**config.mk**
```make
export PLATFORM = sky130hd
export DESIGN_NAME = retospect_lif_core
export DESIGN_NICKNAME = d
export VERILOG_FILES = /design/src/rtl/retospect_nn_pkg.sv /design/src/rtl/retospect_lif_accum.sv /design/src/rtl/retospect_lif_core.sv
export SDC_FILE = /design/constraint.sdc
export NUM_CORES = 1
export LEC_CHECK = 0
export CORE_ASPECT_RATIO = 2
export CORE_MARGIN = 8
export CORE_UTILIZATION = 51
export DETAILED_ROUTE_END_ITERATION = 10
export PLACE_DENSITY_LB_ADDON = 0.08
export SYNTH_ARGS = -nofsm -noshare
export SYNTH_HDL_FRONTEND = slang
export SYNTH_SLANG_ARGS = --single-unit
```
**constraint.sdc**
```tcl
create_clock -name clk -period 8.1 [get_ports clk]
set_input_delay 1.215 -clock clk [delete_from_list [all_inputs] [get_ports clk]]
set_output_delay 1.215 -clock clk [all_outputs]
set_load 0.005 [all_outputs]
```
**src/rtl/retospect_nn_pkg.sv**
```systemverilog
// Shared types, widths and helpers for the retospect neuron cell datapath.
package retospect_nn_pkg;

  localparam int unsigned POT_W_DEF = 6;
  localparam int unsigned WEIGHT_W  = 3;
  localparam int unsigned THRESH_W  = 4;

  typedef enum logic {
    INTEG  = 1'b0,
    REFRAC = 1'b1
  } lif_state_e;

  // Clamp a signed value into the representable range of a width-bit signed word.
  function automatic logic signed [31:0] sat_add(input logic signed [31:0] val,
                                                 input int unsigned      width);
    logic signed [31:0] hi;
    logic signed [31:0] lo;
    hi = (32'sd1 <<< (width - 1)) - 32'sd1;
    lo = -(32'sd1 <<< (width - 1));
    if (val > hi) begin
      return hi;
    end else if (val < lo) begin
      return lo;
    end
    return val;
  endfunction

endpackage

```
**src/rtl/retospect_lif_accum.sv**
```systemverilog
// Combinational weighted sum, one-step leak toward zero and saturation of the membrane potential.
module retospect_lif_accum
  import retospect_nn_pkg::*;
#(
  parameter int unsigned POT_W = POT_W_DEF
) (
  input  logic signed [POT_W-1:0]    pot,
  input  logic        [3:0]          spike_in,
  input  logic        [WEIGHT_W-1:0] w1,
  input  logic        [WEIGHT_W-1:0] w2,
  input  logic        [WEIGHT_W-1:0] w3,
  input  logic        [WEIGHT_W-1:0] w4,
  input  logic                       tick,
  output logic signed [POT_W-1:0]    sat
);

  localparam int unsigned SUM_W = POT_W + 2;

  logic        [WEIGHT_W-1:0] wts [4];
  logic signed [SUM_W-1:0]    sum_raw;
  logic signed [SUM_W-1:0]    sum_lk;

  assign wts[0] = w1;
  assign wts[1] = w2;
  assign wts[2] = w3;
  assign wts[3] = w4;

  always_comb begin
    sum_raw = SUM_W'(pot);
    for (int unsigned i = 0; i < 4; i++) begin
      if (spike_in[i]) begin
        sum_raw = sum_raw + SUM_W'($signed(wts[i]));
      end
    end
  end

  always_comb begin
    sum_lk = sum_raw;
    if (tick) begin
      if (sum_raw > 0) begin
        sum_lk = sum_raw - SUM_W'(1);
      end else if (sum_raw < 0) begin
        sum_lk = sum_raw + SUM_W'(1);
      end
    end
  end

  assign sat = POT_W'(sat_add(32'(sum_lk), POT_W));

endmodule

```
**src/rtl/retospect_lif_core.sv**
```systemverilog
// Leaky integrate-and-fire neuron: refractory FSM, fire counter and registered outputs.
module retospect_lif_core
  import retospect_nn_pkg::*;
#(
  parameter int unsigned POT_W         = POT_W_DEF,
  parameter int unsigned REFRAC_CYCLES = 2,
  parameter int unsigned CNT_W         = 8
) (
  input  logic                       clk,
  input  logic                       reset,
  input  logic                       reset_nn,
  input  logic                       config_en,
  input  logic        [3:0]          spike_in,
  input  logic        [WEIGHT_W-1:0] w1,
  input  logic        [WEIGHT_W-1:0] w2,
  input  logic        [WEIGHT_W-1:0] w3,
  input  logic        [WEIGHT_W-1:0] w4,
  input  logic        [THRESH_W-1:0] uT,
  input  logic        [2:0]          decay_sel,
  input  logic        [7:0]          clockbus,
  output logic                       spike_out,
  output logic signed [POT_W-1:0]    pot,
  output logic                       refractory,
  output logic        [CNT_W-1:0]    fire_count
);

  localparam int unsigned RC_W = (REFRAC_CYCLES < 1) ? 1 : $clog2(REFRAC_CYCLES + 1);

  lif_state_e              state_q, state_d;
  logic signed [POT_W-1:0] pot_q, pot_d;
  logic        [RC_W-1:0]  cnt_q, cnt_d;
  logic                    spike_out_q, spike_out_d;
  logic        [CNT_W-1:0] fire_count_q, fire_count_d;

  logic signed [POT_W-1:0] sat;
  logic                    tick;
  logic                    fire;

  assign tick = clockbus[decay_sel];

  retospect_lif_accum #(
    .POT_W(POT_W)
  ) u_accum (
    .pot     (pot_q),
    .spike_in(spike_in),
    .w1      (w1),
    .w2      (w2),
    .w3      (w3),
    .w4      (w4),
    .tick    (tick),
    .sat     (sat)
  );

  // Threshold is unsigned, so compare in a wide signed domain to keep negative potentials below it.
  assign fire = int'(sat) >= int'(uT);

  always_comb begin
    state_d      = state_q;
    pot_d        = pot_q;
    cnt_d        = cnt_q;
    spike_out_d  = 1'b0;
    fire_count_d = fire_count_q;
    if (reset_nn) begin
      state_d      = INTEG;
      pot_d        = '0;
      cnt_d        = '0;
      fire_count_d = '0;
    end else if (!config_en) begin
      case (state_q)
        INTEG: begin
          if (fire) begin
            pot_d        = '0;
            spike_out_d  = 1'b1;
            cnt_d        = RC_W'(REFRAC_CYCLES);
            state_d      = (REFRAC_CYCLES > 0) ? REFRAC : INTEG;
            fire_count_d = (fire_count_q == '1) ? fire_count_q : fire_count_q + CNT_W'(1);
          end else begin
            pot_d = sat;
          end
        end
        REFRAC: begin
          pot_d = '0;
          cnt_d = cnt_q - RC_W'(1);
          if (cnt_q == RC_W'(1)) begin
            state_d = INTEG;
          end
        end
        default: state_d = INTEG;
      endcase
    end
  end

  always_ff @(posedge clk or posedge reset) begin
    if (reset) begin
      state_q      <= INTEG;
      pot_q        <= '0;
      cnt_q        <= '0;
      spike_out_q  <= 1'b0;
      fire_count_q <= '0;
    end else begin
      state_q      <= state_d;
      pot_q        <= pot_d;
      cnt_q        <= cnt_d;
      spike_out_q  <= spike_out_d;
      fire_count_q <= fire_count_d;
    end
  end

  assign spike_out  = spike_out_q;
  assign pot        = pot_q;
  assign refractory = (state_q == REFRAC);
  assign fire_count = fire_count_q;

endmodule

```
# [Yosys cells after proc, flatten, opt, wreduce, memory -nomap -nowiden]
# Index checks and enable logic that the tools add are counted.
# Widths: inputs -> output; s select.
[word_totals] regBits=18 in_bits=35 out_inout_bits=16 word_cells=64
[classes] n_addsub=8 magnitude_cmp=6 n_eq_ne=6 n_mux=35 n_bitwise=1 n_reduce_logical=3
[op_table] cell="$mux 8" count=12
[op_table] cell="$mux 6" count=6
[op_table] cell="$add 8x3->8" count=3
[op_table] cell="$pmux 6 s2" count=1
[op_table] cell="$mux 1" count=10
[op_table] cell="$add 8x1->8 const B" count=1
[op_table] cell="$add 8x2->8 const B" count=1
[op_table] cell="$eq 8x8->1 const B" count=1
[op_table] cell="$gt 8x1->1 const B" count=1
[op_table] cell="$gt 8x6->1 const B" count=1
[op_table] cell="$lt 8x1->1 const B" count=1
[op_table] cell="$lt 8x6->1 const B" count=1
[op_table] cell="$sub 8x2->8 const B" count=1
[op_table] cell="$add 6x3->7" count=1
[op_table] cell="$ge 6x5->1" count=1
[op_table] cell="$mux 2" count=3
[op_table] cell="$ne 2x2->1 const B" count=3
[op_table] cell="$lt 3x4->1 const B" count=1
[op_table] cell="$pmux 2 s2" count=1
[op_table] cell="$reduce_and 4->1" count=1
[op_table] cell="$bmux 1 s3" count=1
[op_table] cell="$ne 3x3->1 const B" count=1
[op_table] cell="$eq 2x1->1 const B" count=1
[op_table] cell="$pmux 1 s2" count=1
[op_table] cell="other kinds (4)" count=4

# [Longest topological paths before layout]
[logic_depth] depth_word=21 depth_mapped=39 ltp_nobuf=37

# [Hierarchy]
# Synthesis repeated with hierarchy kept, for this count alone.
[unflattened] cells_unflattened=404 area_unflattened_um2=3226.8
[modules_own_cells] module="retospect_lif_accum" n_inst=1 cells_each=294 area_per_inst_um2=2164.6 seq_area_each_um2=0.0
[modules_own_cells] module="retospect_lif_core" n_inst=1 cells_each=110 area_per_inst_um2=1062.3 seq_area_each_um2=450.4

# [Worst setup path before layout]
# No wires, ideal clock.
[synth_path] path_kind="input port to flip-flop" start="input w1[0]" end="register fire_count_q[6] (netlist: fire_count[6])" t_arrival_ns=8.668 t_required_ns=7.975 slack_ns=-0.693 path_stages=37 path_buffers=2 cell_sequence="ha_1 -> fa_1 -> a21oi_1 -> mux2i_1 -> or2_2 -> ha_1 -> and2_1 -> a221oi_1 -> a21oi_1 -> or2_2 -> nor3_1 -> ha_1 -> o21ai_0 -> nand2b_1 -> xnor2_1 -> o21ai_0 -> ha_1 -> nand2b_1 -> o22ai_1 -> a22oi_1 -> o21ai_0 -> a211o_4 -> or4b_1 -> a22oi_1 -> buf_2 -> a21oi_1 -> o21ai_1 -> ha_1 -> nand2b_1 -> a21o_1 -> a21o_1 -> a21oi_1 -> o21ai_0 -> nor4_4 -> buf_6 -> nor3b_1 -> mux2_4"
[synth_via] elab_chain_len=19
[synth_lines] element="from (decl)" line_no="retospect_lif_core.sv:14" source="input logic [WEIGHT_W-1:0] w1,"
[synth_lines] element="$add 6x3->7 (*)" line_no="retospect_lif_accum.sv:32" source="sum_raw = sum_raw + SUM_W'($signed(wts[i]));"
[synth_lines] element="$mux 8 (*)" line_no="retospect_lif_accum.sv:31" source="if (spike_in[i]) begin"
[synth_lines] element="$add 8x3->8" line_no="retospect_lif_accum.sv:32"
[synth_lines] element="$mux 8 (*)" line_no="retospect_lif_accum.sv:31"
[synth_lines] element="$add 8x3->8" line_no="retospect_lif_accum.sv:32"
[synth_lines] element="$mux 8 (*)" line_no="retospect_lif_accum.sv:31"
[synth_lines] element="$add 8x3->8" line_no="retospect_lif_accum.sv:32"
[synth_lines] element="$mux 8 (*)" line_no="retospect_lif_accum.sv:31"
[synth_lines] element="(+3 left out)"
[synth_lines] element="$mux 8 (*)" line_no="retospect_lif_accum.sv:39" source="if (tick) begin"
[synth_lines] element="$lt 8x6->1" line_no="retospect_nn_pkg.sv:22" source="end else if (val < lo) begin"
[synth_lines] element="$mux 1" line_no="retospect_nn_pkg.sv:22"
[synth_lines] element="$mux 1" line_no="retospect_nn_pkg.sv:20" source="if (val > hi) begin"
[synth_lines] element="$mux 6 (*)" line_no="retospect_nn_pkg.sv:25" source="return val;"
[synth_lines] element="$ge 6x5->1 (*)" line_no="retospect_lif_core.sv:55" source="assign fire = int'(sat) >= int'(uT);"
[synth_lines] element="$reduce_bool 2->1 (no line) (*)"
[synth_lines] element="$reduce_and 4->1 (no line) (*)"
[synth_lines] element="to (signal assigned)" line_no="retospect_lif_core.sv:105" source="fire_count_q <= fire_count_d;"
[synth_lines] element="to (decl)" line_no="retospect_lif_core.sv:33" source="logic [CNT_W-1:0] fire_count_q, fire_count_d;"
# Mark *: on every way between the ends. The rest lies on a longest branch, timed or not.
# A chain may end at the register's enable or synchronous reset.

# [Final worst setup path]
# Same ends and word-level chain as after synthesis.

==> impl_summary.txt <==
----------------------------------------------------
[Status]
  Outcome ... finished, violations left
  Violations in the final reports ... negative setup slack

[Placed design]
  Input/output buffers ... 50
  Post-detail-place hpwl ... 10300 µm
  Cells after DPL ... 668
  Gp weighted congestion ... 0.937

[Clock network]
  TritonCTS clock tree ... yes
  Clock tree root driver cell ... clkbuf_16
  Number of CTS-inserted buffers ... 3
  Number of H-tree levels ... 1
  Hold-fix buffers at CTS ... 0
  Maximum root-to-sink buffer count ... 2
  # clock sinks ... 18
  Clock-pin transition on the worst setup and hold timing paths ... 50 ps
  Clock latency on the worst-skew pair ... 260 ps

[Routing]
  Antenna viol nets, final ... 0
  DRC violations left ... 0
  Via Count ... 4494
  Iteration count of the initial detailed-routing pass ... 5
  Wirelength, routed ... 15600 µm
  DR WL/cell ... 22.1 µm
  Vias per inst ... 6.36
  Count of routing violations after the opening detailed-route iteration ... 249

[Yosys]
  Number of nets produced by synthesis ... 515
  Count of cell types in the netlist ... 79
  Yosys synthesis warning count ... 0
  Most frequent cells after synthesis ... nor2_1, ha_1, a21oi_1
  Library cell with the largest summed area after synthesis ... ha_1
  Share of synthesized area occupied by flip-flops and latches ... 13.1%
  Async set or reset register ratio after synthesis ... 100%
  Most used standard cell by instance count after synthesis ... nor2_1
  Main area contributors after synthesis ... ha_1, dfrtp_1, a21oi_1, nor2_1, nand2b_1
  Top cell type's share of synthesized area ... 13.9%
  Count of flip-flops with a built-in enable after synthesis ... 0
  Avg Inst Size Synth ... 7.84 µm²
  Flop and latch count out of synthesis ... 18
  Post-Synthesis Cells ... 438
  Mapped cell area ... 3430 µm²
  Top flip-flop cell by instance count after synthesis ... dfrtp_1

[Layout]
  Ratio of cells with drive above 1 in the final layout ... 39.9%
  Final standard cell count with taps included and fillers excluded ... 707
  Synthesis-to-layout area growth ... 63.9%
  Ant. Diodes ... 0
  Post-Route Utilization ... 85.7%
  Nets@finish ... 697

[STA]
  Shortest clock period the worst path allows after layout ... 8570 ps
  Final max-slew violation count ... 0
  Fin Clk Skew ... 3.97 ps
  Fin. Hold Viols ... 0
  Final setup violating endpoints ... 16
  Slew at the pin closest to its max-slew limit ... 786 ps
  RSZ-0062 raised after global routing ... true
  Tcrit/Tclk final ... 106%
  Slew HR ... 47.4%
  Peak Freq ... 0.117 GHz
  Final worst slack ... -466 ps

[Critical path]
  Maximum single-stage delay on the critical path ... 540 ps
  Worst Path Required ... 8250 ps
  CP arrival ... 8710 ps
  Critical path type ... in -> reg
  Cell with the largest stage delay on the worst path ... or4b_4
  Cell class contributing the biggest share of worst-path delay ... compound AO/OA/AOI/OAI gates
  Crit Path Max Fanout ... 4
  Buf+Inv Stages, Crit Path ... 5
  Critical path startpoint category ... input pin
  Critical Path Sink Type ... register

[Floorplanning]
  Core Rows ... 42
  Die span in x ... 74.0 µm
  Initial Utilization ... 52.2%
  Area of the die ... 9770 µm²
  Vertical die dimension ... 132 µm
  Count of boundary I/O pins ... 51
  Placeable Area ... 6570 µm²

[GRT]
  Tot GR Track Use ... 29.9%
  Maximum number of pins on one net before global-route repair ... 19
  Vias in the first global route ... 4723
  First-pass GRT wire length ... 22800 µm
  Grt ovf ... 0
  Initial antenna violation count ... 0

[Pwr]
  Largest vdd supply drop ... 526 µV
  Cell area power density ... 505 nW/µm²
  Static Leakage ... 2.49 nW

[Hold path]
  Hold Path Class ... reg -> reg

[Run]
  Count of max-cap constraint violations ... 0

----------------------------------------------------
[stage by stage]
step | instance area (µm²) | total power [W] | setup WS [ps] | hold WS (ps) | setup TNS, ps
floorplan | 3590 | 0.00128 | -13.3 | 510 | -13.3
global placement | 4930 | 0.00205 | -981 | 526 | -14780
detailed placement | 4930 | 0.00210 | -1090 | 542 | -16520
CTS | 5460 | 0.00254 | -186 | 563 | -2060
global route | 5630 | 0.00299 | -662 | 577 | -8640
finish | 5630 | 0.00284 | -466 | 565 | -5640
[power by group]
group	internal (W)	switching (W)
Sequential	0.000111	0.0000312
Combinational	0.00130	0.00129
Clock	0.0000753	0.0000365
Total	0.00149	0.00135
[repair_timing]
| item | CTS | global route |
|---|---|---|
| pin swaps | 51 | 29 |
| cloned | 1 | 0 |
| setup buffers | 29 | 7 |
| resized for setup | 57 | 26 |
| setup endpoints to repair | 16 | 16 |
[worst reg2reg max path: cells and delay by family (launching register included)]
family	cells	cell delay (ps)
simple gates	10	1950
compound gates	14	2400
xor+xnor	1	150
mux	3	810
fa+ha+maj	6	1580
flops	1	430
buf+inv	4	550
[metal layers]
metal	part of all wire, %	vias up	global-route usage, %
met1	31	2141	25.1
li1	-	2013	-
met2	54	230	55.3
met3	5.3	110	4.80
met4	9.6	0	26.8
met5	0	-	0
[cell usage in the layout (no fill, tap or decap), types with 9 or more instances in the layout]
cell,n
clkdlybuf4s50_1,46
nor3_1,10
a21oi_1,19
xnor2_1,9
inv_1,25
buf_4,136
ha_1,26
dfrtp_1,18
nand3_1,15
nor2_1,35
ha_4,10
nand2b_1,15
o21ai_1,9
mux2i_1,10
a21oi_2,15
nand2_1,25
o21ai_0,13
[final timing paths]
path,start,end,slack (ps),cells after the start
hold reg to reg,cnt_q[0]$_DFFE_PP0P_,cnt_q[0]$_DFFE_PP0P_,570,1
max in group asynchronous,reset,pot[2]$_DFFE_PP0N_,6280,2
hold / removal,cnt_q[0]$_DFFE_PP0P_,cnt_q[0]$_DFFE_PP0P_,570,1
setup reg to reg,pot[0]$_DFFE_PP0N_,fire_count[6]$_DFFE_PP0P_,120,38
setup / recovery,w1[0],fire_count[6]$_DFFE_PP0P_,-470,39
min in group asynchronous,reset,spike_out$_DFF_PP0_,1370,2
[state kept, by name, indices dropped and copies added (netlist names)]
name,cells
cnt_q,2
fire_count,8
refractory,1
pot,6
spike_out,1
[area by class of cell]
cell class / count / area (µm²)
clock buffers: 4 / 88.8
multi-input cells: 378 / 3300
inverters: 29 / 109
repair buffers: 190 / 1570
well taps: 88 / 110
fillers: 368 / 942
flip-flops and latches: 18 / 450
[cells by family (layout without fill, tap and decap cells)]
family          after synthesis  in the layout  synth area share (%)
flops                        18             18                  13.1
mux                          18             18                  6.31
fa+ha+maj                    42             42                  16.2
xor+xnor                     15             15                  3.83
simple gates                167            167                  27.2
compound gates              136            136                  28.1
buf+inv                      42            223                  5.25
No activity file was read; power rests on OpenSTA's default activity.
